<file path="src/rtl/uart_mmio_periph.sv">
// Memory-mapped UART: TXDATA/RXDATA/STATUS/CTRL window, TX/RX FIFOs, 8N1 serial engines.
// Define UART_PARITY_EN to add an even-parity bit to both TX and RX frames.
module uart_mmio_periph #(
  parameter logic [31:0] BASE_ADDR    = 32'h0001_0000,
  parameter int unsigned CLKS_PER_BIT = 868,
  parameter int unsigned TX_DEPTH     = 8,
  parameter int unsigned RX_DEPTH     = 8
) (
  input  logic        clk,
  input  logic        Rst,
  input  logic [31:0] mem_addr,
  input  logic [31:0] mem_din,
  input  logic        mem_wea,
  input  logic        mem_rea,
  input  logic [3:0]  mem_en,
  output logic        mmio_hit,
  output logic [31:0] mmio_dout,
  output logic        mem_hold,
  output logic        uart_IRQ,
  input  logic        rx,
  output logic        tx
);

  localparam int unsigned TxAw = $clog2(TX_DEPTH);
  localparam int unsigned RxAw = $clog2(RX_DEPTH);
  localparam int unsigned Cw   = $clog2(CLKS_PER_BIT);
  localparam logic [Cw-1:0]   BitLast  = Cw'(CLKS_PER_BIT - 1);
  localparam logic [Cw-1:0]   HalfLast = Cw'(CLKS_PER_BIT / 2 - 1);
  localparam logic [Cw-1:0]   CntOne   = Cw'(1);
  localparam logic [TxAw:0]   TxPtrOne = (TxAw + 1)'(1);
  localparam logic [RxAw:0]   RxPtrOne = (RxAw + 1)'(1);

  typedef enum logic [2:0] {StIdle, StStart, StData, StParity, StStop} uart_state_e;

  // Bus decode
  logic       w_in_win, w_wr, w_rd;
  logic [1:0] w_off;
  logic       w_tx_wr, w_stat_wr, w_ctrl_wr, w_rx_rd;
  logic       w_unused;

  assign w_in_win  = (mem_addr[31:4] == BASE_ADDR[31:4]) && (|mem_en);
  assign w_wr      = w_in_win & mem_wea;
  assign w_rd      = w_in_win & mem_rea;
  assign w_off     = mem_addr[3:2];
  assign w_tx_wr   = w_wr && (w_off == 2'd0);
  assign w_stat_wr = w_wr && (w_off == 2'd2);
  assign w_ctrl_wr = w_wr && (w_off == 2'd3);
  assign w_rx_rd   = w_rd && (w_off == 2'd1);
  assign w_unused  = ^{mem_addr[1:0], mem_din[31:8]};

  // TX FIFO
  logic [7:0]  r_tx_mem [TX_DEPTH];
  logic [TxAw:0] r_tx_wptr, r_tx_rptr;
  logic        w_tx_empty, w_tx_full, w_tx_push, w_tx_pop;
  logic [7:0]  w_tx_head;

  assign w_tx_empty = (r_tx_wptr == r_tx_rptr);
  assign w_tx_full  = (r_tx_wptr[TxAw] != r_tx_rptr[TxAw]) &&
                      (r_tx_wptr[TxAw-1:0] == r_tx_rptr[TxAw-1:0]);
  assign w_tx_head  = r_tx_mem[r_tx_rptr[TxAw-1:0]];
  // A pop in the same cycle frees the slot, so the stalled write completes immediately.
  assign w_tx_push  = w_tx_wr && (!w_tx_full || w_tx_pop);
  assign mem_hold   = w_tx_wr && w_tx_full && !w_tx_pop;

  always_ff @(posedge clk) begin
    if (w_tx_push) r_tx_mem[r_tx_wptr[TxAw-1:0]] <= mem_din[7:0];
  end

  // RX FIFO
  logic [7:0]  r_rx_mem [RX_DEPTH];
  logic [RxAw:0] r_rx_wptr, r_rx_rptr;
  logic        w_rx_empty, w_rx_full, w_rx_push, w_rx_pop, w_rx_push_req, w_ovr_set;
  logic [7:0]  r_rx_shift;

  assign w_rx_empty = (r_rx_wptr == r_rx_rptr);
  assign w_rx_full  = (r_rx_wptr[RxAw] != r_rx_rptr[RxAw]) &&
                      (r_rx_wptr[RxAw-1:0] == r_rx_rptr[RxAw-1:0]);
  assign w_rx_pop   = w_rx_rd && !w_rx_empty;
  assign w_rx_push  = w_rx_push_req && (!w_rx_full || w_rx_pop);
  assign w_ovr_set  = w_rx_push_req && w_rx_full && !w_rx_pop;

  always_ff @(posedge clk) begin
    if (w_rx_push) r_rx_mem[r_rx_wptr[RxAw-1:0]] <= r_rx_shift;
  end

  // TX engine: shift register carries {parity, data} so the parity bit falls out after bit 7
  uart_state_e   r_tx_state, w_tx_state_d;
  logic [Cw-1:0] r_tx_cnt, w_tx_cnt_d;
  logic [2:0]    r_tx_bit, w_tx_bit_d;
  logic [8:0]    r_tx_shift, w_tx_shift_d;
  logic          w_tx_line, w_tx_bit_end;

  assign w_tx_bit_end = (r_tx_cnt == BitLast);

  always_comb begin
    w_tx_state_d = r_tx_state;
    w_tx_cnt_d   = r_tx_cnt + CntOne;
    w_tx_bit_d   = r_tx_bit;
    w_tx_shift_d = r_tx_shift;
    w_tx_pop     = 1'b0;
    w_tx_line    = 1'b1;
    case (r_tx_state)
      StIdle: begin
        w_tx_cnt_d = '0;
        if (!w_tx_empty) begin
          w_tx_pop     = 1'b1;
          w_tx_shift_d = {^w_tx_head, w_tx_head};
          w_tx_state_d = StStart;
        end
      end
      StStart: begin
        w_tx_line = 1'b0;
        if (w_tx_bit_end) begin
          w_tx_cnt_d   = '0;
          w_tx_bit_d   = 3'd0;
          w_tx_state_d = StData;
        end
      end
      StData: begin
        w_tx_line = r_tx_shift[0];
        if (w_tx_bit_end) begin
          w_tx_cnt_d   = '0;
          w_tx_shift_d = {1'b1, r_tx_shift[8:1]};
          w_tx_bit_d   = r_tx_bit + 3'd1;
          if (r_tx_bit == 3'd7) begin
`ifdef UART_PARITY_EN
            w_tx_state_d = StParity;
`else
            w_tx_state_d = StStop;
`endif
          end
        end
      end
`ifdef UART_PARITY_EN
      StParity: begin
        w_tx_line = r_tx_shift[0];
        if (w_tx_bit_end) begin
          w_tx_cnt_d   = '0;
          w_tx_state_d = StStop;
        end
      end
`endif
      StStop: begin
        if (w_tx_bit_end) begin
          w_tx_cnt_d = '0;
          if (!w_tx_empty) begin
            w_tx_pop     = 1'b1;
            w_tx_shift_d = {^w_tx_head, w_tx_head};
            w_tx_state_d = StStart;
          end else begin
            w_tx_state_d = StIdle;
          end
        end
      end
      default: w_tx_state_d = StIdle;
    endcase
  end

  // RX engine behind a 2-flop synchronizer
  logic          r_rx_s1, r_rx_s2;
  uart_state_e   r_rx_state, w_rx_state_d;
  logic [Cw-1:0] r_rx_cnt, w_rx_cnt_d;
  logic [2:0]    r_rx_bit, w_rx_bit_d;
  logic [7:0]    w_rx_shift_d;
  logic          r_rx_par_bad, w_rx_par_bad_d, w_par_set;
  logic          w_rx_bit_end;

  assign w_rx_bit_end = (r_rx_cnt == BitLast);

  always_comb begin
    w_rx_state_d   = r_rx_state;
    w_rx_cnt_d     = r_rx_cnt + CntOne;
    w_rx_bit_d     = r_rx_bit;
    w_rx_shift_d   = r_rx_shift;
    w_rx_par_bad_d = r_rx_par_bad;
    w_rx_push_req  = 1'b0;
    w_par_set      = 1'b0;
    case (r_rx_state)
      StIdle: begin
        w_rx_cnt_d     = '0;
        w_rx_par_bad_d = 1'b0;
        if (!r_rx_s2) w_rx_state_d = StStart;
      end
      StStart: begin
        if (r_rx_cnt == HalfLast) begin
          w_rx_cnt_d   = '0;
          w_rx_bit_d   = 3'd0;
          w_rx_state_d = r_rx_s2 ? StIdle : StData;
        end
      end
      StData: begin
        if (w_rx_bit_end) begin
          w_rx_cnt_d   = '0;
          w_rx_shift_d = {r_rx_s2, r_rx_shift[7:1]};
          w_rx_bit_d   = r_rx_bit + 3'd1;
          if (r_rx_bit == 3'd7) begin
`ifdef UART_PARITY_EN
            w_rx_state_d = StParity;
`else
            w_rx_state_d = StStop;
`endif
          end
        end
      end
`ifdef UART_PARITY_EN
      StParity: begin
        if (w_rx_bit_end) begin
          w_rx_cnt_d     = '0;
          w_rx_par_bad_d = ^{r_rx_shift, r_rx_s2};
          w_par_set      = w_rx_par_bad_d;
          w_rx_state_d   = StStop;
        end
      end
`endif
      StStop: begin
        if (w_rx_bit_end) begin
          // Framing errors (stop low) are dropped silently
          w_rx_push_req = r_rx_s2 && !r_rx_par_bad;
          w_rx_state_d  = StIdle;
        end
      end
      default: w_rx_state_d = StIdle;
    endcase
  end

  // Register file and read path
  logic        r_irq_en, r_rx_ovr, r_par_err, r_tx, r_hit, w_par_clr;
  logic [31:0] r_dout, w_rdata;

`ifdef UART_PARITY_EN
  assign w_par_clr = w_stat_wr && mem_din[4];
`else
  assign w_par_clr = 1'b0;
`endif

  always_comb begin
    w_rdata = '0;
    case (w_off)
      2'd1:    w_rdata = {24'b0, w_rx_empty ? 8'h00 : r_rx_mem[r_rx_rptr[RxAw-1:0]]};
      2'd2:    w_rdata = {27'b0, r_par_err, r_rx_ovr, w_tx_full, w_tx_empty, !w_rx_empty};
      2'd3:    w_rdata = {31'b0, r_irq_en};
      default: w_rdata = '0;
    endcase
  end

  always_ff @(posedge clk) begin
    if (Rst) begin
      r_tx_wptr    <= '0;
      r_tx_rptr    <= '0;
      r_rx_wptr    <= '0;
      r_rx_rptr    <= '0;
      r_tx_state   <= StIdle;
      r_tx_cnt     <= '0;
      r_tx_bit     <= '0;
      r_tx_shift   <= '1;
      r_rx_state   <= StIdle;
      r_rx_cnt     <= '0;
      r_rx_bit     <= '0;
      r_rx_shift   <= '0;
      r_rx_par_bad <= 1'b0;
      r_rx_s1      <= 1'b1;
      r_rx_s2      <= 1'b1;
      r_irq_en     <= 1'b0;
      r_rx_ovr     <= 1'b0;
      r_par_err    <= 1'b0;
      r_tx         <= 1'b1;
      r_hit        <= 1'b0;
      r_dout       <= '0;
    end else begin
      if (w_tx_push) r_tx_wptr <= r_tx_wptr + TxPtrOne;
      if (w_tx_pop)  r_tx_rptr <= r_tx_rptr + TxPtrOne;
      if (w_rx_push) r_rx_wptr <= r_rx_wptr + RxPtrOne;
      if (w_rx_pop)  r_rx_rptr <= r_rx_rptr + RxPtrOne;
      r_tx_state   <= w_tx_state_d;
      r_tx_cnt     <= w_tx_cnt_d;
      r_tx_bit     <= w_tx_bit_d;
      r_tx_shift   <= w_tx_shift_d;
      r_rx_state   <= w_rx_state_d;
      r_rx_cnt     <= w_rx_cnt_d;
      r_rx_bit     <= w_rx_bit_d;
      r_rx_shift   <= w_rx_shift_d;
      r_rx_par_bad <= w_rx_par_bad_d;
      r_rx_s1      <= rx;
      r_rx_s2      <= r_rx_s1;
      if (w_ctrl_wr) r_irq_en <= mem_din[0];
      if (w_stat_wr && mem_din[3]) r_rx_ovr <= 1'b0;
      if (w_ovr_set) r_rx_ovr <= 1'b1;
      if (w_par_clr) r_par_err <= 1'b0;
      if (w_par_set) r_par_err <= 1'b1;
      r_tx   <= w_tx_line;
      r_hit  <= w_wr | w_rd;
      r_dout <= w_rd ? w_rdata : 32'h0;
    end
  end

  assign tx        = r_tx;
  assign mmio_hit  = r_hit;
  assign mmio_dout = r_dout;
  assign uart_IRQ  = r_irq_en & !w_rx_empty;

endmodule

</file>
<file path="config.mk">
export PLATFORM = sky130hd
export DESIGN_NAME = uart_mmio_periph
export DESIGN_NICKNAME = d
export VERILOG_FILES = /design/src/rtl/uart_mmio_periph.sv
export SDC_FILE = /design/constraint.sdc
export NUM_CORES = 1
export LEC_CHECK = 0
export BUFFER_PORTS_ARGS = -buffer_cell sky130_fd_sc_hd__buf_2
export CAP_MARGIN = 20
export CORE_UTILIZATION = 30
export DETAILED_ROUTE_END_ITERATION = 7
export SLEW_MARGIN = 10
export SYNTH_ARGS = -nofsm -noshare
export SYNTH_HDL_FRONTEND = slang
export SYNTH_SLANG_ARGS = --single-unit
export TNS_END_PERCENT = 100
</file>
<file path="constraint.sdc">
create_clock -name clk -period 8.65 [get_ports clk]
set_input_delay 2.595 -clock clk [delete_from_list [all_inputs] [get_ports clk]]
set_output_delay 2.595 -clock clk [all_outputs]
set_load 0.05 [all_outputs]
</file>
After elaboration in Yosys (flattened, before gate mapping)
Memory sizes are Yosys's and may differ from the RTL's. A register that Yosys moved wholly into a read port is not among the register bits.
Cells that the tools add are included.
{"block": "totals", "ff_bits": 103, "mem_bits_rw": 128, "input_bits": 73, "out_inout_bits": 36, "elab_cells": 151, "n_memories": 2}
{"block": "op_classes", "add_sub_neg": 8, "n_eq_ne": 31, "mux": 47, "bitwise_logic": 5, "reduce_logical": 39}
{"name": "r_rx_mem", "depth": 8, "word_bits": 8, "rd": 1, "rd_clocked_by_memory_dff": 1, "wr": 1, "line_no": "70", "text": "logic [7:0] r_rx_mem [RX_DEPTH];"}
{"name": "r_tx_mem", "depth": 8, "word_bits": 8, "rd": 1, "rd_clocked_by_memory_dff": 1, "wr": 1, "line_no": "52", "text": "logic [7:0] r_tx_mem [TX_DEPTH];"}
{"operator": "$mux 3", "count": 18}
{"operator": "$mux 10", "count": 3}
{"operator": "$pmux 10 s3", "count": 1}
{"operator": "$eq 28x13->1 const B", "count": 1}
{"operator": "$mux 9", "count": 3}
{"operator": "$pmux 9 s3", "count": 1}
{"operator": "$pmux 3 s4", "count": 2}
{"operator": "$pmux 8 s3", "count": 1}
{"operator": "$add 10x1->10 const B", "count": 2}
{"operator": "$eq 10x10->1 const B", "count": 2}
{"operator": "$ne 2x2->1 const B", "count": 10}
{"operator": "$pmux 10 s2", "count": 1}
{"operator": "$add 4x1->4 const B", "count": 4}
{"operator": "$logic_and 1x1->1", "count": 15}
{"operator": "$eq 3x3->1 const B", "count": 4}
{"operator": "$pmux 3 s2", "count": 2}
{"operator": "$mux 1", "count": 11}
{"operator": "$eq 10x9->1 const B", "count": 1}
{"operator": "$reduce_and 5->1", "count": 2}
{"operator": "$reduce_and 3->1", "count": 3}
{"operator": "$eq 4x4->1", "count": 2}
{"operator": "$mux 8", "count": 1}
{"operator": "$reduce_xor 8->1", "count": 1}
{"operator": "$add 3x1->3 const B", "count": 2}
{"operator": "21 further kinds", "count": 37}

Longest topological paths before layout
Gate-level depths: netlist of the first run.
{"block": "depth", "depth_word": 9, "mapped_depth": 8, "mapped_depth_nobuf": 8}

Worst setup path before layout of the first run
Ideal clock, no wire load.
{"block": "synth_path", "path_type": "in2out", "start": "input mem_addr[14]", "end": "output mem_hold", "t_arrival_ps": 4018, "required_time_ps": 6055, "slack_ps": 2037, "stages": 5, "path_buffers": 0, "cell_sequence": "nor4b_1 -> nand4_1 -> nor2_1 -> nand3_1 -> nor2_1"}
{"block": "synth_via", "elab_chain_cells": 6}
{"item": "start: declaration", "line_no": "11", "text": "input logic [31:0] mem_addr,"}
{"item": "$eq 28x13->1", "line_no": "41", "text": "assign w_in_win = (mem_addr[31:4] == BASE_ADDR[31:4]) && (|mem_en);"}
{"item": "$logic_and 1x1->1", "line_no": "41"}
{"item": "$and 1x1->1", "line_no": "42", "text": "assign w_wr = w_in_win & mem_wea;"}
{"item": "$logic_and 1x1->1", "line_no": "45", "text": "assign w_tx_wr = w_wr && (w_off == 2'd0);"}
{"item": "$logic_and 1x1->1 (2 in series)", "line_no": "63", "text": "assign mem_hold = w_tx_wr && w_tx_full && !w_tx_pop;"}
{"item": "end: declaration", "line_no": "18", "text": "output logic mem_hold,"}
No other way between the ends.

Worst setup path after layout of the first run
{"block": "layout_path", "start": "input mem_addr[5]", "end": "output mem_hold"}
The elaborated chain is that of the path after synthesis.

==> results.md, run 1 <==
* Status: completed
* Commonest cells in the synthesized netlist: sky130_fd_sc_hd__edfxtp_1 (128), sky130_fd_sc_hd__dfxtp_1 (85), sky130_fd_sc_hd__nor2_1 (73)
* Number of warning messages in the yosys log at 0
* Final weighted congestion of routability-driven global placement at 0.752
* Total number of placement rows at 63
* Number of cells traversed by the worst register-to-register path at 7
* Gr usage total at 10.7%
* DRC violation total after the first TritonRoute iteration at 295
* Distinct cell type count of the synthesized netlist at 62
* Count of final max-slew check failures at 0
* Cell type of the slowest stage on the worst timing path: sky130_fd_sc_hd__nor4_1
* Number of nets in the layout at 815
* Count of hold-fix buffers inserted at cts at 0
* DRT Wirelength at 16400 um
* VDD IR-drop max at 127 uV
* Worst-case headroom to the max-slew limit at 36.5%
* Largest driver fanout on the critical path at 4
* Placed Instances at 1095
* Cell depth of the worst hold path at 1
* Sequential cell area fraction in the yosys report at 61.3%
* Maximum clock insertion buffer count at 3
* Post-cts repair resize count at 0
* Routed wire length per instance at 14.4 um
* Horizontal extent of the die at 176 um
* Floorplan die height at 176 um
* Final setup viols at 0
* Worst-skew pair later-pin latency at 0.51 ns
* Area taken by multi-input logic gates at 0.00326 mm^2
* Area after DPL at 0.00968 mm^2
* Footprint of the flip-flops and latches at 0.00555 mm^2
* Number of global-route vias before repair at 5023
* Routed via count divided by cell count at 4.55
* Arrival @ worst endpoint at 4.20 ns
* Clock Sink Count at 213
* Floorplan Core Area at 0.0296 mm^2
* Data required, critical path at 6.06 ns
* Achievable frequency at 147 MHz
* Hold WC Path Type: reg2reg
* Antenna cells at 0
* CP top delay family: simple AND/OR/NAND/NOR gates
* Top routing layer in use: met5
* Predominant post-synthesis flop cell: sky130_fd_sc_hd__edfxtp_1
* Area share of the largest cell type after synthesis at 42.5%
* Class of the most critical setup path: in2out
* Relative area change from synthesis to final layout at 16.0%
* Total vias in the final route at 5180
* Cell depth of the worst setup path at 7
* Leading area contributor after synthesis: sky130_fd_sc_hd__edfxtp_1
* Total power divided by cell area at 224 mW/mm^2
* Number of nets with antenna violations after routing at 0
* Total I/O pin count at 109
* Critical-path cell list: buf_2 > nor4_1 > nand4_1 > nor2_1 > nand3_1 > nor2_1 > buf_2
* Half-perimeter wire length after detailed placement at 10500 um
* Total design power at 2.35 mW
* Final hold violation count at 0
* Top-count cell post-synth: sky130_fd_sc_hd__edfxtp_1
* Detailed-routing wirelength on met1 at 7580 um
* Number of enable-type register cells in the synthesized netlist at 128
* Synthesized area at 0.00904 mm^2
* Crit path largest cell delay at 0.33 ns
* Antenna violations before repair at 1
* Max-capacitance violation count at 0
* Worst clock skew at 0.0217 ns
* Kind of start point of the critical path: input pin
* Worst-Margin Slew at 0.949 ns
* Overflow left after global routing at 0
* RSZ-0062 raised after global routing: no
* Fill count at 2843
* Clock edge transition at the registers on the reported setup and hold paths at 0.06 ns
* Number of buffers and inverters on the critical path at 2
* Biggest area contributors in the synthesized netlist: sky130_fd_sc_hd__edfxtp_1 (43%), sky130_fd_sc_hd__dfxtp_1 (19%), sky130_fd_sc_hd__mux4_2 (4.5%)
* Non-filler cells in the finished layout at 1138
* Post-route setup TNS at 0 ns
* Critical Path End Type: output pin
* Number of standard cells after synthesis at 670
* Clock tree from TritonCTS: done
* Leakage power of the design at 3.52 nW
* Count of input and output buffers at 58
* Time the worst path needs with I/O delays and setup at 6.79 ns
* Largest net degree at the start of global routing at 59
* Met3 wirelength from detailed routing at 779 um
* FFs w/ async S/R, synth at 0%
* Layout cells sized above 1 at 19.1%
* Post-CTS setup buffers at 0
* CTS Root Buffer Type: sky130_fd_sc_hd__clkbuf_16
* Final period utilization at 78.5%
* Effective utilization at floorplan at 30.5%
* Total length of routed met2 wires at 7730 um
* Number of iterations in the first detailed-routing pass at 4
* Wire length of the first global-routing pass at 26200 um
* Die area at 0.0308 mm^2
* Avg Inst Size Synth at 13.5 um^2
* Total non-filler cell area in the finished layout at 0.0105 mm^2
* Remaining design rule violation count at 0
* Count of H-tree levels built during CTS at 1
* Number of register bits inferred by synthesis at 213
* Number of CTS-inserted buffers at 23
==> cells in the final DEF (no fill, tap or decap), types with 5 or more instances in the layout <==
master / n
sky130_fd_sc_hd__edfxtp_1: 128
sky130_fd_sc_hd__dfxtp_1: 85
sky130_fd_sc_hd__nor2_1: 73
sky130_fd_sc_hd__buf_2: 58
sky130_fd_sc_hd__nand2_1: 43
sky130_fd_sc_hd__xnor2_1: 24
sky130_fd_sc_hd__conb_1: 24
sky130_fd_sc_hd__clkbuf_16: 23
sky130_fd_sc_hd__mux2i_1: 21
sky130_fd_sc_hd__a21oi_1: 19
sky130_fd_sc_hd__mux4_2: 18
sky130_fd_sc_hd__xor2_1: 16
sky130_fd_sc_hd__nor2b_1: 14
sky130_fd_sc_hd__mux4_1: 14
sky130_fd_sc_hd__nor3_1: 13
sky130_fd_sc_hd__nand3_1: 13
sky130_fd_sc_hd__o21ai_0: 12
sky130_fd_sc_hd__ha_1: 11
sky130_fd_sc_hd__nor4_1: 10
sky130_fd_sc_hd__inv_1: 10
sky130_fd_sc_hd__a211o_1: 10
sky130_fd_sc_hd__buf_4: 9
sky130_fd_sc_hd__nand4_1: 8
sky130_fd_sc_hd__nor3b_2: 6
sky130_fd_sc_hd__clkbuf_1: 6
sky130_fd_sc_hd__bufinv_16: 5
==> cells by family after synthesis <==
| logic type | share of synthesized area, % |
|---|---|
| muxes | 11.0 |
| buffers and inverters | 4.22 |
| xor gates and xnor gates | 3.87 |
| adders and majority gates | 1.63 |
| other | 0.0415 |
| and+or+nand+nor | 12.7 |
| DFF | 61.3 |
| AOI/OAI and AO/OA | 5.17 |
==> layer usage <==
layer / up-vias / GRT usage, %
met4: 2 / 2.72
met1: 2481 / 14.0
met5: - / 0
li1: 2559 / -
met2: 113 / 18.1
met3: 25 / 1.99
==> sequential cells by signal, summed over array words and instances (netlist names), 3 cells and up, named ones only <==
signal / cells
r_rx_mem: 64
r_tx_cnt: 10
r_tx_bit: 3
r_rx_rptr: 4
r_rx_bit: 3
r_tx_state: 3
r_tx_shift: 9
r_tx_mem: 64
mmio_dout: 8
r_rx_wptr: 4
r_rx_state: 3
r_rx_cnt: 10
r_rx_shift: 8
r_tx_rptr: 4
r_tx_wptr: 4
==> per-stage QoR <==
step	setup slack (ns)	utilization, %	hold WS [ns]
2_1_floorplan	2.04	-	0.389
5_1_grt	1.70	35.4	0.444
6_report	1.86	35.4	0.408
3_3_place_gp	1.81	32.7	0.391
4_1_cts	1.79	35.4	0.410
3_5_place_dp	1.80	32.7	0.395
==> worst paths after layout <==
kind / start / to / slack (ns)
hold / removal: r_rx_s1 / r_rx_s2 / 0.41
setup reg to reg: r_tx_cnt[0] / r_tx_mem[4][5] / 5.49
setup / recovery: mem_addr[5] / mem_hold / 1.86
hold reg to reg: r_rx_s1 / r_rx_s2 / 0.41
==> where the power goes <==
group	internal, mW	switching, mW	total [mW]
Combinational	0.0895	0.101	0.191
Sequential	1.09	0.0298	1.12
Clock	0.645	0.397	1.04
Total	1.83	0.529	2.35
==> final cells by class <==
cell class | instances | share of cell area, %
Sequential cell | 213 | 52.8
Multi-Input combinational cell | 415 | 31.0
Clock buffer | 29 | 5.70
Tap cell | 390 | 4.65
Timing Repair Buffer | 67 | 3.41
Clock inverter | 13 | 1.99
Inverter | 11 | 0.393
Note: power is estimated with default switching activity, not from simulation.
==> run 2, diff against run 1 <==
==> constraint.sdc (replaced) <==
create_clock -name clk -period 5.95 [get_ports clk]
set_input_delay 1.785 -clock clk [delete_from_list [all_inputs] [get_ports clk]]
set_output_delay 1.785 -clock clk [all_outputs]
set_load 0.05 [all_outputs]
==> results.md, run 2 (same netlist as run 1, synthesis figures left out) <==
* Status: completed
* Floorplan Core Area at 0.0296 mm^2
* Remaining design rule violation count at 0
* Internal power at 2.51 mW
* Achievable frequency at 192 MHz
* DRT Wirelength at 16200 um
* Floorplan die height at 176 um
* Leakage power of the design at 3.51 nW
* Post-route setup TNS at 0 ns
* Final period utilization at 87.5%
* Switching portion of total power at 23.2%
* Switching component of the power at 758 uW
* Number of CTS-inserted buffers at 23
* Number of iterations in the first detailed-routing pass at 5
* Final hold violation count at 0
* Total vias in the final route at 5195
* Critical-path cell list: buf_2 > nor4_1 > nand4_1 > nor2_1 > nand3_1 > nor2_1 > buf_2
* Number of global-route vias before repair at 5130
* Clock Sink Count at 213
* Number of nets in the layout at 821
* Final weighted congestion of routability-driven global placement at 0.716
* Gr usage total at 10.6%
* Total length of routed met2 wires at 7640 um
* Most used cells in the layout excluding fill and tap cells: sky130_fd_sc_hd__edfxtp_1 (128), sky130_fd_sc_hd__dfxtp_1 (85), sky130_fd_sc_hd__nor2_1 (73)
* Wire length of the first global-routing pass at 26200 um
* Count of hold-fix buffers inserted at cts at 0
* VDD IR-drop max at 199 uV
* Max-capacitance violation count at 0
* Kind of start point of the critical path: input pin
* RSZ-0062 raised after global routing: no
* Cell type of the slowest stage on the worst timing path: sky130_fd_sc_hd__buf_2
* Detailed-routing wirelength on met1 at 7300 um
* Post-CTS setup buffers at 0
* Layout cells sized above 1 at 18.9%
* DRC violation total after the first TritonRoute iteration at 280
* Fill count at 2888
* Top routing layer in use: met5
* Largest driver fanout on the critical path at 4
* Count of H-tree levels built during CTS at 1
* Horizontal extent of the die at 176 um
* CTS Root Buffer Type: sky130_fd_sc_hd__clkbuf_16
* Count of input and output buffers at 58
* Time the worst path needs with I/O delays and setup at 5.21 ns
* Worst clock skew at 0.0126 ns
* Die area at 0.0308 mm^2
* Post-cts repair resize count at 0
* Class of the most critical setup path: in2out
* Final Hold Slack at 0.427 ns
* Arrival @ worst endpoint at 3.42 ns
* Worst-skew pair later-pin latency at 0.50 ns
* Sequential group share of total power at 49.8%
* Hold WC Path Type: reg2reg
* Routed wire length per instance at 14.2 um
* Routed via count divided by cell count at 4.55
* Footprint of the flip-flops and latches at 0.00555 mm^2
* Antenna violations before repair at 1
* Most common cell after layout, fill and taps aside: sky130_fd_sc_hd__edfxtp_1
* Clock edge transition at the registers on the reported setup and hold paths at 0.06 ns
* Clock tree from TritonCTS: done
* Met3 wirelength from detailed routing at 956 um
* Overflow left after global routing at 0
* Maximum clock insertion buffer count at 3
* Number of nets with antenna violations after routing at 0
* Total number of placement rows at 63
* Half-perimeter wire length after detailed placement at 10800 um
* Area taken by multi-input logic gates at 0.00323 mm^2
* Combinational cell fraction of total power at 8.4%
* Final setup viols at 0
* Largest net degree at the start of global routing at 38
* Clock share of power at 41.8%
* Total I/O pin count at 109
* Total power divided by cell area at 314 mW/mm^2
* Crit path largest cell delay at 0.33 ns
* Effective utilization at floorplan at 30.5%
* Worst-Margin Slew at 0.986 ns
* Worst-case headroom to the max-slew limit at 33.9%
* Count of final max-slew check failures at 0
* Critical Path End Type: output pin
* Data required, critical path at 4.16 ns
* Relative area change from synthesis to final layout at 15.3%
* Antenna cells at 0
==> run 2: path summary, 6_finish.rpt <==
kind               start  slack, ns  cells after the start             end
max          mem_addr[5]       0.74                      7        mem_hold
min reg2reg      r_rx_s1       0.43                      1         r_rx_s2
min              r_rx_s1       0.43                      1         r_rx_s2
max reg2reg  r_tx_cnt[0]       2.87                      7  r_tx_mem[6][1]
==> run 2: power by group through the flow <==
stage | Clock (mW) | Sequential [mW] | Combinational (mW)
2_1_floorplan | 0 | 1.64 | 0.276
3_3_place_gp | 0 | 1.66 | 0.275
3_5_place_dp | 0 | 1.66 | 0.277
4_1_cts | 1.40 | 1.63 | 0.279
5_1_grt | 1.46 | 1.64 | 0.305
6_report | 1.37 | 1.63 | 0.275
==> run 2: layout make-up <==
type | instances | area share, %
sequential | 213 | 53.2
clock inverter | 17 | 1.42
multi-input combinational | 415 | 30.9
clock buffer | 24 | 5.55
inverter | 11 | 0.396
tap | 390 | 4.68
timing repair buffer | 73 | 3.86
==> run 2: metal layers <==
metal / up-vias / global-route usage (%)
met5: - / 0
met4: 2 / 3.15
met3: 23 / 1.82
met2: 128 / 17.9
met1: 2469 / 13.8
li1: 2573 / -
==> run 2: worst max-delay path, delay by kind of cell <==
| family | cells | cell delay, ns |
|---|---|---|
| AND/OR/NAND/NOR | 5 | 1.21 |
| buffers and inverters | 2 | 0.42 |
==> run 2: per-stage QoR <==
stage	setup slack, ns	utilization [%]	cell area [um^2]	std cells	power (mW)
after floorplan	0.957	-	9130	693	1.91
after global placement	0.706	32.7	9700	1102	1.94
after CTS	0.707	35.2	10400	1143	3.31
after global routing	0.624	35.2	10400	1143	3.40
final	0.742	35.2	10400	1143	3.27
after detailed placement	0.715	32.7	9700	1102	1.94
